==> config.mk <==
export PLATFORM = sky130hd
export DESIGN_NAME = mpc_wbuffer_flat
export DESIGN_NICKNAME = d
export VERILOG_FILES = /design/src/rtl/mpc_wbuffer_pkg.sv /design/src/rtl/mpc_wbuffer_if.sv /design/src/rtl/mpc_wbuf_prio_enc.sv /design/src/rtl/mpc_wbuffer.sv /design/src/flat_wrapper.sv
export SDC_FILE = /design/constraint.sdc
export NUM_CORES = 1
export LEC_CHECK = 0
export ABC_AREA = 1
export CAP_MARGIN = 25
export CELL_PAD_IN_SITES_DETAIL_PLACEMENT = 1
export CELL_PAD_IN_SITES_GLOBAL_PLACEMENT = 1
export CORE_ASPECT_RATIO = 0.9
export CORE_MARGIN = 3
export CORE_UTILIZATION = 44
export DETAILED_ROUTE_END_ITERATION = 7
export GPL_TIMING_DRIVEN = 0
export PLACE_DENSITY_LB_ADDON = 0.1
export SYNTH_ARGS = -nofsm -noshare
export SYNTH_HDL_FRONTEND = slang
export SYNTH_SLANG_ARGS = --single-unit
==> constraint.sdc <==
create_clock -name clk -period 8.1 [get_ports clk]
set_input_delay 1.62 -clock clk [delete_from_list [all_inputs] [get_ports clk]]
set_output_delay 1.62 -clock clk [all_outputs]
set_load 0.05 [all_outputs]
==> src/rtl/mpc_wbuffer_pkg.sv <==
// Shared types and default sizing for the MPC write buffer.
package mpc_wbuffer_pkg;

  localparam int unsigned MPC_NUM_ENTRY  = 8;
  localparam int unsigned MPC_DATA_WIDTH = 128;
  localparam int unsigned MPC_ID_WIDTH   = 8;
  localparam int unsigned MPC_CH_WIDTH   = 2;

  typedef logic [MPC_CH_WIDTH-1:0] mpc_chan_t;
  typedef logic [MPC_ID_WIDTH-1:0] mpc_id_t;

  typedef enum logic {
    ST_IDLE = 1'b0,
    ST_RTN  = 1'b1
  } mpc_rtn_state_e;

endpackage

==> src/rtl/mpc_wbuffer_if.sv <==
// Fill, request/return and status signals of the MPC write buffer.
interface mpc_wbuffer_if
  import mpc_wbuffer_pkg::*;
#(
  parameter int unsigned DATA_WIDTH = MPC_DATA_WIDTH
) ();

  logic                  mpc_xbar_wbuf_valid;
  logic                  mpc_xbar_wbuf_enable;
  mpc_chan_t             mpc_xbar_wbuf_channel_id;
  logic [DATA_WIDTH-1:0] mpc_xbar_wbuf_data;
  mpc_id_t               mpc_xbar_wbuf_id;

  logic                  mpc_rc_wbuf_req_valid;
  logic                  mpc_rc_wbuf_req_enable;
  mpc_chan_t             mpc_rc_wbuf_req_channel_id;
  mpc_id_t               mpc_rc_wbuf_req_wbuffer_id;

  logic                  mpc_rc_wbuf_rtn_valid;
  logic                  mpc_rc_wbuf_rtn_enable;
  logic [DATA_WIDTH-1:0] mpc_rc_wbuf_rtn_data;

  logic                  mpc_wbuf_full;
  logic                  mpc_wbuf_empty;
  logic                  mpc_wbuf_err;

  // Buffer side
  modport slave (
    input  mpc_xbar_wbuf_valid, mpc_xbar_wbuf_channel_id, mpc_xbar_wbuf_data,
    output mpc_xbar_wbuf_enable, mpc_xbar_wbuf_id,
    input  mpc_rc_wbuf_req_valid, mpc_rc_wbuf_req_channel_id, mpc_rc_wbuf_req_wbuffer_id,
    output mpc_rc_wbuf_req_enable,
    output mpc_rc_wbuf_rtn_valid, mpc_rc_wbuf_rtn_data,
    input  mpc_rc_wbuf_rtn_enable,
    output mpc_wbuf_full, mpc_wbuf_empty, mpc_wbuf_err
  );

  // Crossbar / SRAM-controller side
  modport master (
    output mpc_xbar_wbuf_valid, mpc_xbar_wbuf_channel_id, mpc_xbar_wbuf_data,
    input  mpc_xbar_wbuf_enable, mpc_xbar_wbuf_id,
    output mpc_rc_wbuf_req_valid, mpc_rc_wbuf_req_channel_id, mpc_rc_wbuf_req_wbuffer_id,
    input  mpc_rc_wbuf_req_enable,
    input  mpc_rc_wbuf_rtn_valid, mpc_rc_wbuf_rtn_data,
    output mpc_rc_wbuf_rtn_enable,
    input  mpc_wbuf_full, mpc_wbuf_empty, mpc_wbuf_err
  );

endinterface

==> src/rtl/mpc_wbuf_prio_enc.sv <==
// Lowest-set-bit priority encoder with a found flag.
module mpc_wbuf_prio_enc #(
  parameter int unsigned N     = 8,
  parameter int unsigned IDX_W = 3
) (
  input  logic [N-1:0]     i_vec,
  output logic [IDX_W-1:0] o_idx,
  output logic             o_found
);

  // Scan downward so the lowest set bit wins.
  always_comb begin
    o_idx = '0;
    for (int i = int'(N) - 1; i >= 0; i--) begin
      if (i_vec[i]) o_idx = IDX_W'(i);
    end
  end

  assign o_found = |i_vec;

endmodule

==> src/rtl/mpc_wbuffer.sv <==
// Write buffer: allocates lowest free entry on fill, returns entry data to the
// SRAM controller through a one-deep IDLE/RTN return FSM and frees it on completion.
module mpc_wbuffer
  import mpc_wbuffer_pkg::*;
#(
  parameter int unsigned NUM_ENTRY  = MPC_NUM_ENTRY,
  parameter int unsigned DATA_WIDTH = MPC_DATA_WIDTH
) (
  input  logic          clk,
  input  logic          rst,
  mpc_wbuffer_if.slave  bus
);

  localparam int unsigned IDX_W    = (NUM_ENTRY > 1) ? $clog2(NUM_ENTRY) : 1;
  localparam int unsigned ID_EXT_W = MPC_ID_WIDTH + 1;

  logic [NUM_ENTRY-1:0]  r_valid;
  logic [NUM_ENTRY-1:0]  w_valid_nxt;
  logic [NUM_ENTRY-1:0]  w_free_vec;
  mpc_chan_t             r_chan [NUM_ENTRY];
  logic [DATA_WIDTH-1:0] r_data [NUM_ENTRY];

  logic [IDX_W-1:0]      w_free_idx;
  logic                  w_free_found;

  mpc_rtn_state_e        r_state;
  mpc_rtn_state_e        w_state_nxt;
  logic [IDX_W-1:0]      r_rtn_idx;
  logic                  r_rtn_legal;
  logic [DATA_WIDTH-1:0] r_rtn_data;
  logic                  r_err;
  logic                  r_full;
  logic                  r_empty;

  logic                  w_fill;
  logic                  w_req;
  logic                  w_rtn_done;
  logic                  w_release;
  logic                  w_req_in_range;
  logic                  w_req_legal;
  logic [IDX_W-1:0]      w_req_idx;

  assign w_free_vec = ~r_valid;

  mpc_wbuf_prio_enc #(
    .N     (NUM_ENTRY),
    .IDX_W (IDX_W)
  ) u_prio_enc (
    .i_vec   (w_free_vec),
    .o_idx   (w_free_idx),
    .o_found (w_free_found)
  );

  assign bus.mpc_xbar_wbuf_enable   = !r_full;
  assign bus.mpc_xbar_wbuf_id       = MPC_ID_WIDTH'(w_free_idx);
  assign bus.mpc_rc_wbuf_req_enable = (r_state == ST_IDLE);
  assign bus.mpc_rc_wbuf_rtn_valid  = (r_state == ST_RTN);
  assign bus.mpc_rc_wbuf_rtn_data   = r_rtn_data;
  assign bus.mpc_wbuf_full          = r_full;
  assign bus.mpc_wbuf_empty         = r_empty;
  assign bus.mpc_wbuf_err           = r_err;

  assign w_fill = bus.mpc_xbar_wbuf_valid && bus.mpc_xbar_wbuf_enable && w_free_found;
  assign w_req  = bus.mpc_rc_wbuf_req_valid && (r_state == ST_IDLE);

  // An entry being filled this cycle is not yet valid, so a request to it is illegal.
  assign w_req_idx      = bus.mpc_rc_wbuf_req_wbuffer_id[IDX_W-1:0];
  assign w_req_in_range = {1'b0, bus.mpc_rc_wbuf_req_wbuffer_id} < ID_EXT_W'(NUM_ENTRY);
  assign w_req_legal    = w_req_in_range && r_valid[w_req_idx] &&
                          (r_chan[w_req_idx] == bus.mpc_rc_wbuf_req_channel_id);

  // Return FSM next state
  always_comb begin
    w_state_nxt = r_state;
    w_rtn_done  = 1'b0;
    case (r_state)
      ST_IDLE: begin
        if (bus.mpc_rc_wbuf_req_valid) w_state_nxt = ST_RTN;
      end
      ST_RTN: begin
        if (bus.mpc_rc_wbuf_rtn_enable) begin
          w_state_nxt = ST_IDLE;
          w_rtn_done  = 1'b1;
        end
      end
      default: w_state_nxt = ST_IDLE;
    endcase
  end

  assign w_release = w_rtn_done && r_rtn_legal;

  // Fill picks a currently-free entry and release clears a valid one, so they never collide.
  always_comb begin
    w_valid_nxt = r_valid;
    if (w_fill)    w_valid_nxt[w_free_idx] = 1'b1;
    if (w_release) w_valid_nxt[r_rtn_idx]  = 1'b0;
  end

  always_ff @(posedge clk) begin
    if (rst) begin
      r_state     <= ST_IDLE;
      r_valid     <= '0;
      r_rtn_idx   <= '0;
      r_rtn_legal <= 1'b0;
      r_rtn_data  <= '0;
      r_err       <= 1'b0;
      r_full      <= 1'b0;
      r_empty     <= 1'b1;
    end else begin
      r_state <= w_state_nxt;
      r_valid <= w_valid_nxt;
      r_full  <= &w_valid_nxt;
      r_empty <= ~|w_valid_nxt;
      if (w_req) begin
        r_rtn_idx   <= w_req_idx;
        r_rtn_legal <= w_req_legal;
        r_rtn_data  <= w_req_legal ? r_data[w_req_idx] : '0;
        if (!w_req_legal) r_err <= 1'b1;
      end
    end
  end

  // Entry payload storage, intentionally not reset
  always_ff @(posedge clk) begin
    if (w_fill) begin
      r_data[w_free_idx] <= bus.mpc_xbar_wbuf_data;
      r_chan[w_free_idx] <= bus.mpc_xbar_wbuf_channel_id;
    end
  end

endmodule

==> src/flat_wrapper.sv <==
// flat-port wrapper written by rule: the top's interface ports become plain ports
module mpc_wbuffer_flat import mpc_wbuffer_pkg::*;
#(
  parameter int unsigned NUM_ENTRY  = MPC_NUM_ENTRY,
  parameter int unsigned DATA_WIDTH = MPC_DATA_WIDTH
)
  (clk, rst, bus_mpc_xbar_wbuf_valid, bus_mpc_xbar_wbuf_channel_id, bus_mpc_xbar_wbuf_data, bus_mpc_xbar_wbuf_enable, bus_mpc_xbar_wbuf_id, bus_mpc_rc_wbuf_req_valid, bus_mpc_rc_wbuf_req_channel_id, bus_mpc_rc_wbuf_req_wbuffer_id, bus_mpc_rc_wbuf_req_enable, bus_mpc_rc_wbuf_rtn_valid, bus_mpc_rc_wbuf_rtn_data, bus_mpc_rc_wbuf_rtn_enable, bus_mpc_wbuf_full, bus_mpc_wbuf_empty, bus_mpc_wbuf_err);
  mpc_wbuffer_if #(.DATA_WIDTH(DATA_WIDTH)) bus_i ();
  input  logic clk;
  input  logic rst;
  input wire logic [$bits(bus_i.mpc_xbar_wbuf_valid)-1:0] bus_mpc_xbar_wbuf_valid;
  input wire logic [$bits(bus_i.mpc_xbar_wbuf_channel_id)-1:0] bus_mpc_xbar_wbuf_channel_id;
  input wire logic [$bits(bus_i.mpc_xbar_wbuf_data)-1:0] bus_mpc_xbar_wbuf_data;
  output wire logic [$bits(bus_i.mpc_xbar_wbuf_enable)-1:0] bus_mpc_xbar_wbuf_enable;
  output wire logic [$bits(bus_i.mpc_xbar_wbuf_id)-1:0] bus_mpc_xbar_wbuf_id;
  input wire logic [$bits(bus_i.mpc_rc_wbuf_req_valid)-1:0] bus_mpc_rc_wbuf_req_valid;
  input wire logic [$bits(bus_i.mpc_rc_wbuf_req_channel_id)-1:0] bus_mpc_rc_wbuf_req_channel_id;
  input wire logic [$bits(bus_i.mpc_rc_wbuf_req_wbuffer_id)-1:0] bus_mpc_rc_wbuf_req_wbuffer_id;
  output wire logic [$bits(bus_i.mpc_rc_wbuf_req_enable)-1:0] bus_mpc_rc_wbuf_req_enable;
  output wire logic [$bits(bus_i.mpc_rc_wbuf_rtn_valid)-1:0] bus_mpc_rc_wbuf_rtn_valid;
  output wire logic [$bits(bus_i.mpc_rc_wbuf_rtn_data)-1:0] bus_mpc_rc_wbuf_rtn_data;
  input wire logic [$bits(bus_i.mpc_rc_wbuf_rtn_enable)-1:0] bus_mpc_rc_wbuf_rtn_enable;
  output wire logic [$bits(bus_i.mpc_wbuf_full)-1:0] bus_mpc_wbuf_full;
  output wire logic [$bits(bus_i.mpc_wbuf_empty)-1:0] bus_mpc_wbuf_empty;
  output wire logic [$bits(bus_i.mpc_wbuf_err)-1:0] bus_mpc_wbuf_err;
  assign bus_i.mpc_xbar_wbuf_valid = bus_mpc_xbar_wbuf_valid;
  assign bus_i.mpc_xbar_wbuf_channel_id = bus_mpc_xbar_wbuf_channel_id;
  assign bus_i.mpc_xbar_wbuf_data = bus_mpc_xbar_wbuf_data;
  assign bus_mpc_xbar_wbuf_enable = bus_i.mpc_xbar_wbuf_enable;
  assign bus_mpc_xbar_wbuf_id = bus_i.mpc_xbar_wbuf_id;
  assign bus_i.mpc_rc_wbuf_req_valid = bus_mpc_rc_wbuf_req_valid;
  assign bus_i.mpc_rc_wbuf_req_channel_id = bus_mpc_rc_wbuf_req_channel_id;
  assign bus_i.mpc_rc_wbuf_req_wbuffer_id = bus_mpc_rc_wbuf_req_wbuffer_id;
  assign bus_mpc_rc_wbuf_req_enable = bus_i.mpc_rc_wbuf_req_enable;
  assign bus_mpc_rc_wbuf_rtn_valid = bus_i.mpc_rc_wbuf_rtn_valid;
  assign bus_mpc_rc_wbuf_rtn_data = bus_i.mpc_rc_wbuf_rtn_data;
  assign bus_i.mpc_rc_wbuf_rtn_enable = bus_mpc_rc_wbuf_rtn_enable;
  assign bus_mpc_wbuf_full = bus_i.mpc_wbuf_full;
  assign bus_mpc_wbuf_empty = bus_i.mpc_wbuf_empty;
  assign bus_mpc_wbuf_err = bus_i.mpc_wbuf_err;
  mpc_wbuffer #(.NUM_ENTRY(NUM_ENTRY), .DATA_WIDTH(DATA_WIDTH)) u_core (.clk(clk), .rst(rst), .bus(bus_i));
endmodule
==> metrics.yaml <==
global_route:
  antenna_found_initial: 21
  grt_pass1_wl_um: 212000
  overflow: 0
  grt.met2_usage_pct: 41.1
  grt_start_max_net_pins: 92
  first_global_vias: 32816
  grt_use_met1_pct: 37.0
  grt_usage_pct: 26.2
  top_usage_layer: "met2"
  met3_usage_pct: 4.61
worst_setup_path:
  critPathCaptureType: "output port"
  critPathLaunchType: "flop"
  crit_buf_inv: 2
  worstPathRequired_ns: 6.48
  path_delay_family: "buffers and inverters"
  critPathMaxStageDelay_ns: 0.82
  reg2regPathDepth: 8
  regToRegEndpoint: "u_core.bus.mpc_rc_wbuf_rtn_data[28]"
  crit_chain: "nand2_1 > nand2_1 > nand2_1 > nand2_1 > nand2_1 > nand2_1 > nand2_1 > inv_1 > clkdlybuf4s50_1"
  arrival_ns: 2.69
  cp_max_fo: 5
  crit_type: "reg2out"
  crit_slowest_cell: "clkdlybuf4s50_1"
  cpMostUsedCell: "nand2_1"
  reg2reg_from: "u_core.bus.mpc_rc_wbuf_rtn_valid"
  reg2reg_slack_ns: 4.95
logic_synthesis:
  synthAdderAreaFrac_pct: 0
  synthCells: 3716
  synth_xor_area_share_pct: 0
  yosysSeqAreaShare_pct: 74.7
  synth_edf_count: 1040
  synth_top_area_cell: "edfxtp_1"
  syn-cell-area_mm2: 0.0456
  synth_ff_type: "edfxtp_1"
  synthDominantCellAreaShare_pct: 68.4
  synthTopCellsByArea: "edfxtp_1 (68%), dfxtp_1 (6.3%), o21ai_0 (5.7%), nand2_1 (4.9%), nor2_1 (4.5%)"
  yosysMostFrequentCell: "edfxtp_1"
  syn_area_per_cell_um2: 12.3
  synth_warnings: 0
  synth-seq-cells: 1184
  synth_top_family_by_area: "simple AND/OR/NAND/NOR gates"
  synth-async-reset-ratio_pct: 0
  synth_compound_area_share_pct: 10.7
  yosys.area_share.simple_pct: 11.5
  synthTopCellsByCount: "edfxtp_1 (1,040), nand2_1 (595), nor2_1 (548)"
  yosysUniqueCellTypes: 21
  muxShareOfSynthArea_pct: 0
timing:
  drv_slew: 0
  skew_ns: 0.0232
  tightest_slew_ns: 0.875
  max_freq_mhz: 232
  hold_viol: 0
  period_needed_ns: 4.31
  maxSlewHeadroom_pct: 41.7
  fin_ws_ns: 3.79
  setup_viol: 0
  grt_setup_unrepaired: "false"
  fin_crit_sh_pct: 53.2
floorplanning:
  floorplan.initialDensity_pct: 44.6
  fp.dieW_um: 345
  die-area_mm2: 0.108
  rows: 111
  die_h_um: 312
  pin_count: 287
  core_mm2: 0.102
clock_tree:
  postCtsResizedCells: 0
  root_buffer: "clkbuf_16"
  tritoncts: "done"
  postCtsHoldBufs: 0
  cts_buffer_depth: 3
  clock_sinks: 1184
  cts_buffers: 120
  h-tree-depth: 3
  postCtsSetupBuffers: 0
  clk_latency_ns: 0.71
  clkSlewWorstSetupHoldPaths_ns: 0.06
pwr:
  leakage_nw: 18.2
  ir_worst_vdd_mv: 0.168
  total_power_mw: 13.2
  powerDensity_mw_per_mm2: 240
placement:
  portBuffers: 279
  post-dp-hpwl_um: 91700
  finalWeightedCongestion: 0.786
  place_inst: 5382
  preCtsSetupSlack_ns: 3.31
detailed_routing:
  wl_um: 144000
  drc: 0
  via_per_inst: 5.71
  via_count: 32105
  wl_per_cell_um: 25.7
  postRouteAntennaNets: 0
  dr.pass1.iters: 5
  drt-initial-drc-count: 3053
hold_path:
  min_to: "u_core.bus.mpc_rc_wbuf_rtn_data[8]"
  holdPathStages: 2
  worstHoldStart: "u_core.bus.mpc_rc_wbuf_rtn_data[8]"
  hold_class: "reg2reg"
layout:
  fin_nets: 4293
  drive_above_1_share_pct: 7.18
  fillCellCount: 10419
  syn_to_final_growth_pct: 19.9
  instances_no_fill: 5618
status:
  status: "completed"
flow_run:
  cap_violations: 0
where the power goes:
group	switching (mW)	total (mW)	internal (mW)
combinational	0.649	0.899	0.250
clock	2.32	5.50	3.18
sequential	0.0222	6.75	6.73
total	2.99	13.2	10.2
per-stage QoR:
step	utilization [%]	hold slack [ns]	cell area [µm²]	TNS (ns)
global route	53.4	0.478	54700	0
global placement	49.0	0.455	50100	-1773.04
CTS	53.4	0.466	54700	0
detailed placement	49.6	0.456	50800	0
finish	53.4	0.462	54700	0
floorplan	-	0.504	45700	0
tightest hold or removal path: stages, from the launching register on:
cell and delay [ns]:
dfxtp_1 0.31, nand2_1 0.06, a21oi_1 0.05
layout make-up:
class                      instances  area [µm²]  share of cell area (%)
clock buffer                     170        3460                    6.33
tap                             1356        1700                    3.10
sequential                      1184       34100                    62.4
multi-input combinational       2212       10100                    18.5
timing repair buffer             306        3360                    6.14
inverter                          45         214                   0.391
antenna                           13        32.5                  0.0595
clock inverter                    53         440                   0.805
buffer                           279        1250                    2.28
sequential cells by signal (all words and copies together) (netlist names):
register	flops
u_core.bus.mpc_wbuf_empty	1
u_core.bus.mpc_rc_wbuf_rtn_valid	1
u_core.r_data	1024
u_core.r_rtn_idx	3
u_core.bus.mpc_rc_wbuf_rtn_data	128
u_core.r_valid	8
u_core.bus.mpc_wbuf_err	1
u_core.bus.mpc_wbuf_full	1
u_core.r_chan	16
u_core.r_rtn_legal	1
cell families (layout without fill, tap and decap cells):
| group | count (synthesis) | in the layout |
|---|---|---|
| AO/OA/AOI/OAI | 910 | 910 |
| flip-flops | 1184 | 1184 |
| buffers and inverters | 324 | 853 |
| AND/OR/NAND/NOR | 1297 | 1297 |
| other | 1 | 18 |
layout by cell type, fill, tap and decap left out, types with 4 or more instances in the layout:
cell | synthesis | final
bufinv_16 | 0 | 7
nand3_1 | 18 | 18
diode_2 | 0 | 13
buf_16 | 0 | 9
buf_12 | 0 | 10
clkbuf_2 | 0 | 5
dfxtp_1 | 144 | 144
clkdlybuf4s50_1 | 0 | 279
nor2_1 | 548 | 546
clkbuf_16 | 0 | 128
inv_8 | 0 | 6
buf_4 | 26 | 26
clkbuf_1 | 182 | 209
buf_6 | 3 | 4
nand4_1 | 134 | 134
inv_1 | 41 | 35
o22ai_1 | 257 | 257
clkbuf_8 | 0 | 10
buf_2 | 61 | 61
buf_8 | 0 | 7
clkinv_2 | 0 | 22
o21ai_0 | 518 | 518
nand2_1 | 595 | 595
buf_1 | 7 | 7
edfxtp_1 | 1040 | 1040
a21oi_1 | 134 | 134
clkinv_1 | 2 | 21
conb_1 | 1 | 5
routing by layer:
layer  vias up  wire, µm  share of wire (%)
met3       236      9350                6.5
li1      14402         -                  -
met1     16352     63400                 44
met5         -        50              0.035
met4         8      4990                3.5
met2      1107     66600                 46
worst max-delay path by stage:
| stage | startpoint | to | depth (start not counted) |
|---|---|---|---|
| final | u_core.r_valid[6] | bus_mpc_xbar_wbuf_id[0] | 9 |
| after global routing | u_core.r_valid[6] | bus_mpc_xbar_wbuf_id[0] | 9 |
| after CTS | u_core.r_valid[6] | bus_mpc_xbar_wbuf_id[0] | 9 |
| after detailed placement | bus_mpc_rc_wbuf_req_valid | u_core.bus.mpc_rc_wbuf_rtn_data[30] | 8 |
| after global placement | bus_mpc_xbar_wbuf_valid | u_core.r_data[1][88] | 5 |
| after floorplan | bus_mpc_xbar_wbuf_valid | u_core.r_chan[0][0] | 4 |
Note: power is estimated with default switching activity, not from simulation.
